===== src/rtl/mem_port_arbiter_if.sv =====
// Bundle of the fetch requester, data requester and memory port signals around mem_port_arbiter.
// slave is the arbiter's view; master is the requesters-plus-memory view.
interface mem_port_arbiter_if #(
    parameter int ADDR_W = 32,
    parameter int DATA_W = 32
);
    logic              if_req;
    logic [ADDR_W-1:0] if_addr;
    logic              if_gnt;
    logic [DATA_W-1:0] if_rdata;
    logic              if_valid;

    logic              d_req;
    logic              d_we;
    logic [ADDR_W-1:0] d_addr;
    logic [DATA_W-1:0] d_wdata;
    logic              d_gnt;
    logic [DATA_W-1:0] d_rdata;
    logic              d_valid;

    logic [ADDR_W-1:0] mem_addr;
    logic [DATA_W-1:0] mem_wdata;
    logic              mem_wr_en;
    logic              mem_rd_en;
    logic [DATA_W-1:0] mem_rdata;

    modport slave (
        input  if_req, if_addr, d_req, d_we, d_addr, d_wdata, mem_rdata,
        output if_gnt, if_rdata, if_valid, d_gnt, d_rdata, d_valid,
               mem_addr, mem_wdata, mem_wr_en, mem_rd_en
    );

    modport master (
        output if_req, if_addr, d_req, d_we, d_addr, d_wdata, mem_rdata,
        input  if_gnt, if_rdata, if_valid, d_gnt, d_rdata, d_valid,
               mem_addr, mem_wdata, mem_wr_en, mem_rd_en
    );
endinterface


===== src/rtl/mem_port_arbiter.sv =====
// Shares one synchronous memory port between instruction fetch and load/store traffic.
// Build macro MEM_ARB_RR_EN swaps the data-priority streak guard for round-robin tie breaking.
module mem_port_arbiter #(
    parameter int ADDR_W       = 32,
    parameter int DATA_W       = 32,
    parameter int MAX_D_STREAK = 4
) (
    input  logic              clk,
    input  logic              rst,
    mem_port_arbiter_if.slave bus
);

    typedef enum logic [1:0] {IDLE, ISSUE, RESP} state_t;

    state_t            state;
    state_t            state_nxt;
    logic              grant;
    logic              pick_d;
    logic              owner_d;
    logic              we_q;
    logic [ADDR_W-1:0] win_addr;
    logic [DATA_W-1:0] win_wdata;

`ifdef MEM_ARB_RR_EN
    logic              last_d;
`else
    logic [3:0]        streak;
`endif

    always_ff @(posedge clk or negedge rst) begin
        if (!rst) state <= IDLE;
        else      state <= state_nxt;
    end

    always_comb begin
        state_nxt = state;
        grant     = 1'b0;
        pick_d    = 1'b0;
        win_addr  = bus.if_addr;
        win_wdata = '0;
        case (state)
            IDLE: begin
                if (bus.if_req || bus.d_req) begin
                    grant     = 1'b1;
`ifdef MEM_ARB_RR_EN
                    pick_d    = bus.d_req && (!bus.if_req || !last_d);
`else
                    // Data wins unless fetch has already waited out MAX_D_STREAK data grants.
                    pick_d    = bus.d_req && !(bus.if_req && streak == 4'(MAX_D_STREAK));
`endif
                    state_nxt = ISSUE;
                end
            end
            ISSUE:   state_nxt = (owner_d && we_q) ? IDLE : RESP;
            RESP:    state_nxt = IDLE;
            default: state_nxt = IDLE;
        endcase
        if (pick_d) begin
            win_addr  = bus.d_addr;
            win_wdata = bus.d_wdata;
        end
    end

    always_ff @(posedge clk or negedge rst) begin
        if (!rst) begin
            owner_d       <= 1'b0;
            we_q          <= 1'b0;
            bus.if_gnt    <= 1'b0;
            bus.if_rdata  <= '0;
            bus.if_valid  <= 1'b0;
            bus.d_gnt     <= 1'b0;
            bus.d_rdata   <= '0;
            bus.d_valid   <= 1'b0;
            bus.mem_addr  <= '0;
            bus.mem_wdata <= '0;
            bus.mem_wr_en <= 1'b0;
            bus.mem_rd_en <= 1'b0;
        end else begin
            bus.if_gnt    <= 1'b0;
            bus.d_gnt     <= 1'b0;
            bus.if_valid  <= 1'b0;
            bus.d_valid   <= 1'b0;
            bus.mem_rd_en <= 1'b0;
            bus.mem_wr_en <= 1'b0;
            case (state)
                IDLE: begin
                    // Operands are captured here so requesters may change them after gnt.
                    if (grant) begin
                        owner_d       <= pick_d;
                        we_q          <= pick_d && bus.d_we;
                        bus.if_gnt    <= !pick_d;
                        bus.d_gnt     <= pick_d;
                        bus.mem_addr  <= win_addr;
                        bus.mem_wdata <= win_wdata;
                        bus.mem_rd_en <= !(pick_d && bus.d_we);
                        bus.mem_wr_en <= pick_d && bus.d_we;
                    end
                end
                ISSUE: begin
                    if (owner_d && we_q) bus.d_valid <= 1'b1;
                end
                RESP: begin
                    if (owner_d) begin
                        bus.d_rdata  <= bus.mem_rdata;
                        bus.d_valid  <= 1'b1;
                    end else begin
                        bus.if_rdata <= bus.mem_rdata;
                        bus.if_valid <= 1'b1;
                    end
                end
                default: ;
            endcase
        end
    end

`ifdef MEM_ARB_RR_EN
    // Reset value points at fetch so data wins the first tie.
    always_ff @(posedge clk or negedge rst) begin
        if (!rst)       last_d <= 1'b0;
        else if (grant) last_d <= pick_d;
    end
`else
    always_ff @(posedge clk or negedge rst) begin
        if (!rst) begin
            streak <= '0;
        end else if (grant) begin
            if (!pick_d || !bus.if_req)            streak <= '0;
            else if (streak != 4'(MAX_D_STREAK))   streak <= streak + 4'd1;
        end
    end
`endif

endmodule


===== src/flat_wrapper.sv =====
// flat-port wrapper written by rule: the top's interface ports become plain ports
module mem_port_arbiter_flat 
#(
    parameter int ADDR_W       = 32,
    parameter int DATA_W       = 32,
    parameter int MAX_D_STREAK = 4
)
  (clk, rst, bus_if_req, bus_if_addr, bus_d_req, bus_d_we, bus_d_addr, bus_d_wdata, bus_mem_rdata, bus_if_gnt, bus_if_rdata, bus_if_valid, bus_d_gnt, bus_d_rdata, bus_d_valid, bus_mem_addr, bus_mem_wdata, bus_mem_wr_en, bus_mem_rd_en);
  mem_port_arbiter_if #(.ADDR_W(ADDR_W), .DATA_W(DATA_W)) bus_i ();
  input  logic clk;
  input  logic rst;
  input wire logic [$bits(bus_i.if_req)-1:0] bus_if_req;
  input wire logic [$bits(bus_i.if_addr)-1:0] bus_if_addr;
  input wire logic [$bits(bus_i.d_req)-1:0] bus_d_req;
  input wire logic [$bits(bus_i.d_we)-1:0] bus_d_we;
  input wire logic [$bits(bus_i.d_addr)-1:0] bus_d_addr;
  input wire logic [$bits(bus_i.d_wdata)-1:0] bus_d_wdata;
  input wire logic [$bits(bus_i.mem_rdata)-1:0] bus_mem_rdata;
  output wire logic [$bits(bus_i.if_gnt)-1:0] bus_if_gnt;
  output wire logic [$bits(bus_i.if_rdata)-1:0] bus_if_rdata;
  output wire logic [$bits(bus_i.if_valid)-1:0] bus_if_valid;
  output wire logic [$bits(bus_i.d_gnt)-1:0] bus_d_gnt;
  output wire logic [$bits(bus_i.d_rdata)-1:0] bus_d_rdata;
  output wire logic [$bits(bus_i.d_valid)-1:0] bus_d_valid;
  output wire logic [$bits(bus_i.mem_addr)-1:0] bus_mem_addr;
  output wire logic [$bits(bus_i.mem_wdata)-1:0] bus_mem_wdata;
  output wire logic [$bits(bus_i.mem_wr_en)-1:0] bus_mem_wr_en;
  output wire logic [$bits(bus_i.mem_rd_en)-1:0] bus_mem_rd_en;
  assign bus_i.if_req = bus_if_req;
  assign bus_i.if_addr = bus_if_addr;
  assign bus_i.d_req = bus_d_req;
  assign bus_i.d_we = bus_d_we;
  assign bus_i.d_addr = bus_d_addr;
  assign bus_i.d_wdata = bus_d_wdata;
  assign bus_i.mem_rdata = bus_mem_rdata;
  assign bus_if_gnt = bus_i.if_gnt;
  assign bus_if_rdata = bus_i.if_rdata;
  assign bus_if_valid = bus_i.if_valid;
  assign bus_d_gnt = bus_i.d_gnt;
  assign bus_d_rdata = bus_i.d_rdata;
  assign bus_d_valid = bus_i.d_valid;
  assign bus_mem_addr = bus_i.mem_addr;
  assign bus_mem_wdata = bus_i.mem_wdata;
  assign bus_mem_wr_en = bus_i.mem_wr_en;
  assign bus_mem_rd_en = bus_i.mem_rd_en;
  mem_port_arbiter #(.ADDR_W(ADDR_W), .DATA_W(DATA_W), .MAX_D_STREAK(MAX_D_STREAK)) u_core (.clk(clk), .rst(rst), .bus(bus_i));
endmodule

===== config.mk =====
export PLATFORM = sky130hd
export DESIGN_NAME = mem_port_arbiter_flat
export DESIGN_NICKNAME = d
export VERILOG_FILES = /design/src/rtl/mem_port_arbiter_if.sv /design/src/rtl/mem_port_arbiter.sv /design/src/flat_wrapper.sv
export SDC_FILE = /design/constraint.sdc
export NUM_CORES = 1
export LEC_CHECK = 0
export ABC_AREA = 1
export CAP_MARGIN = 20
export CORE_MARGIN = 2
export CORE_UTILIZATION = 35
export CTS_CLUSTER_DIAMETER = 50
export DETAILED_ROUTE_END_ITERATION = 7
export HOLD_SLACK_MARGIN = 0.1
export MAX_ROUTING_LAYER = met4
export PLACE_DENSITY_LB_ADDON = 0.08
export REMOVE_ABC_BUFFERS = 1
export SKIP_CTS_REPAIR_TIMING = 1
export SLEW_MARGIN = 20
export SYNTH_ARGS = -nofsm -noshare
export SYNTH_HDL_FRONTEND = slang
export SYNTH_SLANG_ARGS = --single-unit

===== constraint.sdc =====
create_clock -name clk -period 1.28 [get_ports clk]
set_input_delay 0.128 -clock clk [delete_from_list [all_inputs] [get_ports clk]]
set_output_delay 0.128 -clock clk [all_outputs]
set_load 0.05 [all_outputs]

Yosys cells after proc, flatten, opt, wreduce, memory -nomap -nowiden --
Cells that the tools add are included.
Operators by class: $add $sub $neg 1, $mul 0, div/mod/pow operators 0, order comparisons 0, equal/unequal tests 5, shift-type cells 0, mux-type cells 24, bitwise operators 1, reduce and logical (&&, ||, !) cells 16
Operators with widths (count):
- 2-to-1 mux 32 bit | 2
- 2-to-1 mux 1 bit | 16
- 2-to-1 mux 4 bit | 2
- AND reduction 2 bit | 4
- adder 4 x 1 -> 4 bit, second input constant | 1
- equality test 4 x 3 -> 1 bit, second input constant | 1
- logical AND 1 bit | 4
- zero test 1 bit | 4
- 2-to-1 mux 2 bit | 2
- inequality test 4 x 3 -> 1 bit, second input constant | 1
- one-hot mux 2 bit (2 select lines) | 1
- equality test 2 x 1 -> 1 bit, second input constant | 1
- equality test 2 bit, second input constant | 1
- zero test 2 bit | 1
- logical OR 1 bit | 2
- inequality test 2 x 1 -> 1 bit, second input constant | 1
- one-hot mux 1 bit (2 select lines) | 1
- nonzero test 2 bit | 1
- inverter 1 bit | 1
Word-level totals: register bits 142, bits in latches 0, bits in writable memories 0, ROM bits 0, input port bits 133, output and inout bits 134, word-level logic and storage cells 61, memories 0

Depth between registers and ports, before layout --
depth in word-level cells 10, mapped depth 10, depth with buffers taken out 9

Worst setup path before layout --
OpenSTA, ideal clock, no wires.
path type flip-flop to flip-flop, from register u_core.state[0], to register u_core.bus.mem_addr[0] (netlist bit), setup time 0.118 ns, arrival 1.234 ns, required time 1.162 ns, path slack -0.071 ns, cell stages (with the launch flop) 9, path buffers 1, clock period less this slack 1.351 ns, path through dfrtp_1 -> inv_1 -> ha_1 -> nand2_1 -> inv_2 -> buf_2 -> nand3_1 -> nand3_1 -> nand2_1
Between the ends: word-level cells in the longest chain between the ends 3, elaborated cells on any way between the ends 5, classes of those cells 3 x mux; 2 x reduce/logical
RTL lines:
- start: declaration | line mem_port_arbiter.sv:15 | state_t state;
- start signal: assignment | line mem_port_arbiter.sv:32 | else state <= state_nxt;
- zero test 2 bit * | line mem_port_arbiter.sv:41, mem_port_arbiter.sv:85
- 2-to-1 mux 1 bit | line mem_port_arbiter.sv:41 | case (state)
- 2-to-1 mux 32 bit or AND reduction 2 bit (tied branches)
- end signal: assignment | line mem_port_arbiter.sv:93 | bus.mem_addr <= win_addr;
- end: declaration | line mem_port_arbiter_if.sv:30 | mem_addr, mem_wdata, mem_wr_en, mem_rd_en
Mark *: on every way between the ends. The rest lies on a longest branch, timed or not. A chain may end at the register's enable or synchronous reset.

Worst setup path in the final report --
from register u_core.state[0], to register u_core.bus.d_rdata[31]
Between the ends: word-level cells in the longest chain between the ends 2
RTL lines:
- equality test 2 bit | line mem_port_arbiter.sv:85 | case (state)
- AND reduction 2 bit (no source line)
- end signal: assignment | line mem_port_arbiter.sv:104 | bus.d_rdata <= bus.mem_rdata;
- end: declaration | line mem_port_arbiter_if.sv:29 | output if_gnt, if_rdata, if_valid, d_gnt, d_rdata, d_valid,
No other way between the ends.

==> out/summary.txt <==
first-pass GRT wire length: 28,350 µm
I/O Buffers: 266
Final Hold Viols: 0
CP max FO: 23
synthesized area: 6036 µm²
worst skew pair latency: 0.41 ns
Worst setup SP type: register
Syn Area/Cell: 8.489 µm²
crit path DAT: 1.68 ns
TritonRoute pass-1 iters: 4
Rows: 48
PwrDens: 3098 nW/µm²
dpl hpwl: 12,930 µm
Worst-path clk slew: 0.06 ns
Clock Tree Buf Depth: 2
predominant post-synthesis flop cell: dfrtp_1
Die Wd: 135.3 µm
sequential fraction of the synthesis area: 58.87%
cell taking the most area after synthesis: dfrtp_1
LEAKAGE: 5.841 nW
detailed-route via count: 5,581
Yosys warnings: 0
CTS Buf Count: 17
Finished Core Util: 67.94%
DRC viols: 0
EDFF count, synth: 0
RSZ-0062 raised after global routing: yes
final wirelength: 18,740 µm
Max Cap Violations: 0
GP Congestion: 0.7528
DP Worst Slack: -0.2689 ns
Total Nets Final: 1,146
I/O pin total: 267
largest net degree at the start of global routing: 48
Core Region: 17,060 µm²
Unique masters post-synth: 20
flops & latches, synth: 142
Final Non-Filler Cells: 1,246
Critical R2R Launch: u_core.state[0]$_DFFE_PN0P_
Total GRT Usage: 20.51%
worst clock skew: 0.007720 ns
vias in the first global route: 5,575
post-synthesis async set-or-reset flop share: 100.0%
crit path launch: u_core.state[0]$_DFFE_PN0P_
Synth area leaders: dfrtp_1, nand2_1, inv_1
R2R setup slack: -0.12 ns
final setup violation count: 134
Sink Count: 142
CTS HTree Levels: 4
aggregate global routing overflow: 0
initial antenna violation count: 0
die height: 135.3 µm
top cell type's share of synthesized area: 58.87%
Setup CP Type: register to register
failing checks: setup timing
Iteration-0 DRC Markers: 286
Max Clock Freq: 715.9 MHz
Hold WS: 0.1624 ns
Die Area: 18,310 µm²
Syn Inst Count: 711
vias per inst: 4.479
setup ws final: -0.1169 ns
worst slew pin tran: 0.3129 ns
Period minus WS final: 1.397 ns
Slew headroom: 79.14%
CP Capture Type: register
fin. max-slew vios: 0
Placed Cells: 1,203
fin crit share: 109.1%
status: complete, but fails checks
Initial Util: 35.39%
synth-to-layout area growth: 91.98%
DR WL/cell: 15.04 µm
Tightest Hold Check Type: input pin to async pin
Ant. Diodes: 0
Tot Pwr: 35.89 mW
share of cells above drive strength 1: 24.39%
Root Buffer: clkbuf_16
Worst EP required: 1.57 ns
CTS tree: done
Antenna Violating Nets Remaining: 0
Max VDD drop: 1.696 mV
## sequential cells by signal (all words and copies together) (netlist names)
| signal | cells |
|---|---|
| u_core.bus.mem_wdata | 32 |
| u_core.bus.mem_rd_en | 1 |
| u_core.bus.d_rdata | 32 |
| u_core.we_q | 1 |
| u_core.bus.if_gnt | 1 |
| u_core.bus.if_rdata | 32 |
| u_core.bus.mem_wr_en | 1 |
| u_core.bus.d_valid | 1 |
| u_core.state | 2 |
| u_core.bus.d_gnt | 1 |
| u_core.bus.if_valid | 1 |
| u_core.bus.mem_addr | 32 |
| u_core.streak | 4 |
| u_core.owner_d | 1 |
## kinds of logic after synthesis
kind of cell / synth area share [%]
flip-flops: 58.87
AND/OR/NAND/NOR: 23.16
XOR/XNOR: 0.2903
AO/OA/AOI/OAI: 6.177
adder cells (fa/ha/maj): 1.036
buffers and inverters: 10.47
## worst max-delay path, stage by stage, from the launching register on
cell and delay (ns):
dfrtp_1 0.39, inv_2 0.08, buf_4 0.11, ha_2 0.22, nand2_4 0.10, clkbuf_16 0.21, nand2_1 0.06, o21ai_0 0.08
## cell usage after synthesis, types with 2 or more instances
| cell | number |
|---|---|
| buf_6 | 6 |
| o21ai_0 | 71 |
| nand2_1 | 267 |
| inv_2 | 4 |
| clkbuf_1 | 7 |
| dfrtp_1 | 142 |
| inv_1 | 106 |
| buf_2 | 19 |
| buf_4 | 4 |
| nand3_1 | 68 |
| o21ai_1 | 2 |
| nor2_1 | 3 |
| ha_1 | 5 |
## metrics by stage
step | setup TNS [ns] | cell area (µm²)
floorplan | -79.74 | 5817
global placement | -10.50 | 10600
detailed placement | -13.22 | 10600
CTS | -14.96 | 11200
global route | -18.96 | 11590
finish | -8.411 | 11590
## routing by layer
| layer | GRT usage (%) | share of wire (%) |
|---|---|---|
| met5 | - | 0 |
| met4 | 6.481 | 1.9 |
| met3 | 7.407 | 8.4 |
| met2 | 31.27 | 48 |
| met1 | 25.61 | 42 |
## cell type report
class	instances	area, µm²
inverter	110	427.9
fill	1347	5469
clock inverter	13	162.7
clock buffer	19	442.9
timing repair buffer	314	4741
multi-input combinational	423	1978
tap	225	281.5
sequential	142	3553
## power by group
part | internal (mW) | total [mW] | switching, mW
logic | 10.6 | 22.1 | 11.6
registers | 6.58 | 8.72 | 2.15
clock network | 3.12 | 5.04 | 1.92
total | 20.3 | 35.9 | 15.6
## path summary, 6_finish.rpt
| path | depth (start not counted) | endpoint |
|---|---|---|
| worst max-delay path | 7 | u_core.bus.d_rdata[31]$_DFFE_PN0P_ |
| worst max register to register | 7 | u_core.bus.d_rdata[31]$_DFFE_PN0P_ |
| max in group asynchronous | 3 | u_core.bus.mem_wdata[9]$_DFFE_PN0P_ |
| min in group clk | 3 | u_core.bus.mem_wdata[23]$_DFFE_PN0P_ |
| worst min-delay path | 2 | u_core.bus.d_rdata[15]$_DFFE_PN0P_ |
| worst min register to register | 2 | u_core.we_q$_DFFE_PN0P_ |
## cell usage in the layout, fill, tap and decap left out, types with 2 or more instances in the layout
cell,count
buf_8,2
ha_1,3
dfrtp_1,142
clkinvlp_4,3
nand2_1,260
o21ai_1,26
bufinv_16,3
buf_4,15
buf_6,7
nand2_4,3
inv_2,3
o21ai_2,7
o21ai_0,40
nand2_2,5
nor2_2,3
clkbuf_16,24
inv_6,2
buf_12,151
clkdlybuf4s50_1,131
nand2_8,2
nand3_1,60
clkinv_4,3
inv_1,104
nand3_2,8
clkinv_2,3
Power figures use the tool's default switching activity.
==> RTL change: new RTL, config.mk and constraints unchanged <==
`ADDR_W` is set to 32 in 3 places; all go to 16.
--- a/src/rtl/mem_port_arbiter_if.sv
+++ b/src/rtl/mem_port_arbiter_if.sv
@@ -3,3 +3,3 @@
 interface mem_port_arbiter_if #(
-    parameter int ADDR_W = 32,
+    parameter int ADDR_W = 16,
     parameter int DATA_W = 32
--- a/src/rtl/mem_port_arbiter.sv
+++ b/src/rtl/mem_port_arbiter.sv
@@ -3,3 +3,3 @@
 module mem_port_arbiter #(
-    parameter int ADDR_W       = 32,
+    parameter int ADDR_W       = 16,
     parameter int DATA_W       = 32,
--- a/src/flat_wrapper.sv
+++ b/src/flat_wrapper.sv
@@ -3,3 +3,3 @@
 #(
-    parameter int ADDR_W       = 32,
+    parameter int ADDR_W       = 16,
     parameter int DATA_W       = 32,
Ports: changed (resized bus_d_addr, bus_if_addr and bus_mem_addr); port bits go from 267 to 219. No check against the original RTL was run, so the function may have changed too.
==> RTL change against the original RTL <==
  * The run still ends with negative setup slack left
  * Design area is 8.4% lower
  * Fmax is 0.98% higher
  * Global-route usage is 1.4 points lower
  * Combinational power is 9% lower
  * Setup slack better by 14 ps
  * Sequential cell count is 16 lower
  * Total power is 8.3% lower
  * Synthesized area is 14% lower
  * Routed wire length is 8.1% lower
  * Synthesized cell count is 19% lower
  * Worst hold slack better by 73 ps
  * Critical endpoint is now u_core.bus.d_rdata[28]
  * Largest power group unchanged
  * Highest routed layer unchanged
==> RTL change: results (changes against the original RTL) <==
* Max rail drop VDD at 1.27 mV (was 1.70 mV)
* First-pass GRT wire length at 23000 µm (was 28400 µm)
* Register area share after synthesis at 61.0% (was 58.9%)
* Placer Congestion at 0.823 (was 0.753)
* Filler Cell Count at 945 (was 1347)
* Largest net degree at the start of global routing at 74 (was 48)
* Placed cell areas at 8840 µm² (was 10600 µm²)
* Failing checks: negative setup slack (unchanged)
* Status: complete, but fails checks (unchanged)
* Final setup vio count at 117 (was 134)
* Share of cells above drive strength 1 at 42.2% (was 24.4%)
* Top cells by count, synth: nand2_1 (210), dfrtp_1 (126), inv_1 (74) (was nand2_1 (267), dfrtp_1 (142), inv_1 (106))
* Final worst slack at -103 ps (was -117 ps)
* Nets at 936 (was 1146)
* Number of I/O port buffers at 218 (was 266)
* DR WL/cell at 16.8 µm (was 15.0 µm)
* Largest cells by area after synthesis: dfrtp_1 (61%), nand2_1 (15%), o21ai_0 (6.9%) (was dfrtp_1 (59%), nand2_1 (17%), inv_1 (6.6%))
* Vias/cell at 4.75 (was 4.48)
* Yosys cell types at 22 (was 20)
* Detailed Route Iter0 Violations at 211 (was 286)
* Met2 Usage GRT at 27.2% (was 31.3%)
* Met1 Track Usage GR at 24.4% (was 25.6%)
* Dpl hpwl at 10000 µm (was 12900 µm)
* Worst Tran Pin Value at 406 ps (was 313 ps)
* Leakage at 5.19 nW (was 5.84 nW)
* Worst min-delay path category: primary input to flip-flop (was primary input to asynchronous set/reset pin)
## RTL change: cells by family (layout without fill, tap and decap cells)
| logic type | Yosys count | after routing | share of synthesized area [%] |
|---|---|---|---|
| flip-flops | 126 | 126 | 61.0 |
| AO/OA/AOI/OAI | 74 | 74 | 7.21 |
| buffers and inverters | 106 | 373 | 9.53 |
| adder cells (fa/ha/maj) | 5 | 5 | 1.21 |
| XOR/XNOR | 2 | 2 | 0.339 |
| AND/OR/NAND/NOR | 262 | 262 | 20.8 |
## RTL change: layout make-up
cell class | count | share of cell area (%)
multi-input combinational | 343 | 21.2
clock inverter | 7 | 0.566
clock buffer | 24 | 4.73
sequential | 126 | 29.7
inverter | 78 | 2.97
tap | 184 | 2.17
timing repair buffer | 264 | 38.6
## RTL change: power by group
part           internal (mW)  switching, mW
registers               5.80           2.30
logic                   9.65           10.6
clock network           2.89           1.69
total                   18.3           14.6
## RTL change: stage by stage
step | utilization [%] | power (mW) | TNS, ps | std cells | setup WS, ps
2_1_floorplan | - | 15.2 | -50600 | 547 | -560
3_3_place_gp | 61.0 | 24.9 | -5860 | 971 | -116
3_5_place_dp | 61.0 | 25.2 | -9900 | 971 | -157
4_1_cts | 64.9 | 29.9 | -11060 | 1002 | -152
5_1_grt | 73.3 | 34.3 | -11220 | 1026 | -143
6_report | 73.3 | 32.9 | -4920 | 1026 | -103
## RTL change: routing by layer
layer / share of wire, % / routed length [µm] / vias up
li1: - / - / 2287
met1: 40 / 6820 / 2351
met2: 50 / 8570 / 213
met4: 2.2 / 387 / 0
met5: 0 / 0 / -
met3: 8.4 / 1450 / 27
## RTL change: worst min-delay path, cell delays in order
cell and delay (ps):
clkdlybuf4s50_1 390, nand2_1 60, nand2_1 40
## RTL change: final timing paths
kind                                 start                        to  slack (ps)  cells past startpoint
setup / recovery           u_core.state[0]    u_core.bus.d_rdata[28]        -100                      7
hold / removal              bus_d_wdata[2]   u_core.bus.mem_wdata[2]         240                      3
setup reg to reg           u_core.state[0]    u_core.bus.d_rdata[28]        -100                      7
hold reg to reg                u_core.we_q               u_core.we_q         510                      2
max in group asynchronous              rst  u_core.bus.mem_wdata[17]         630                      3
min in group asynchronous              rst     u_core.bus.d_rdata[3]         280                      3
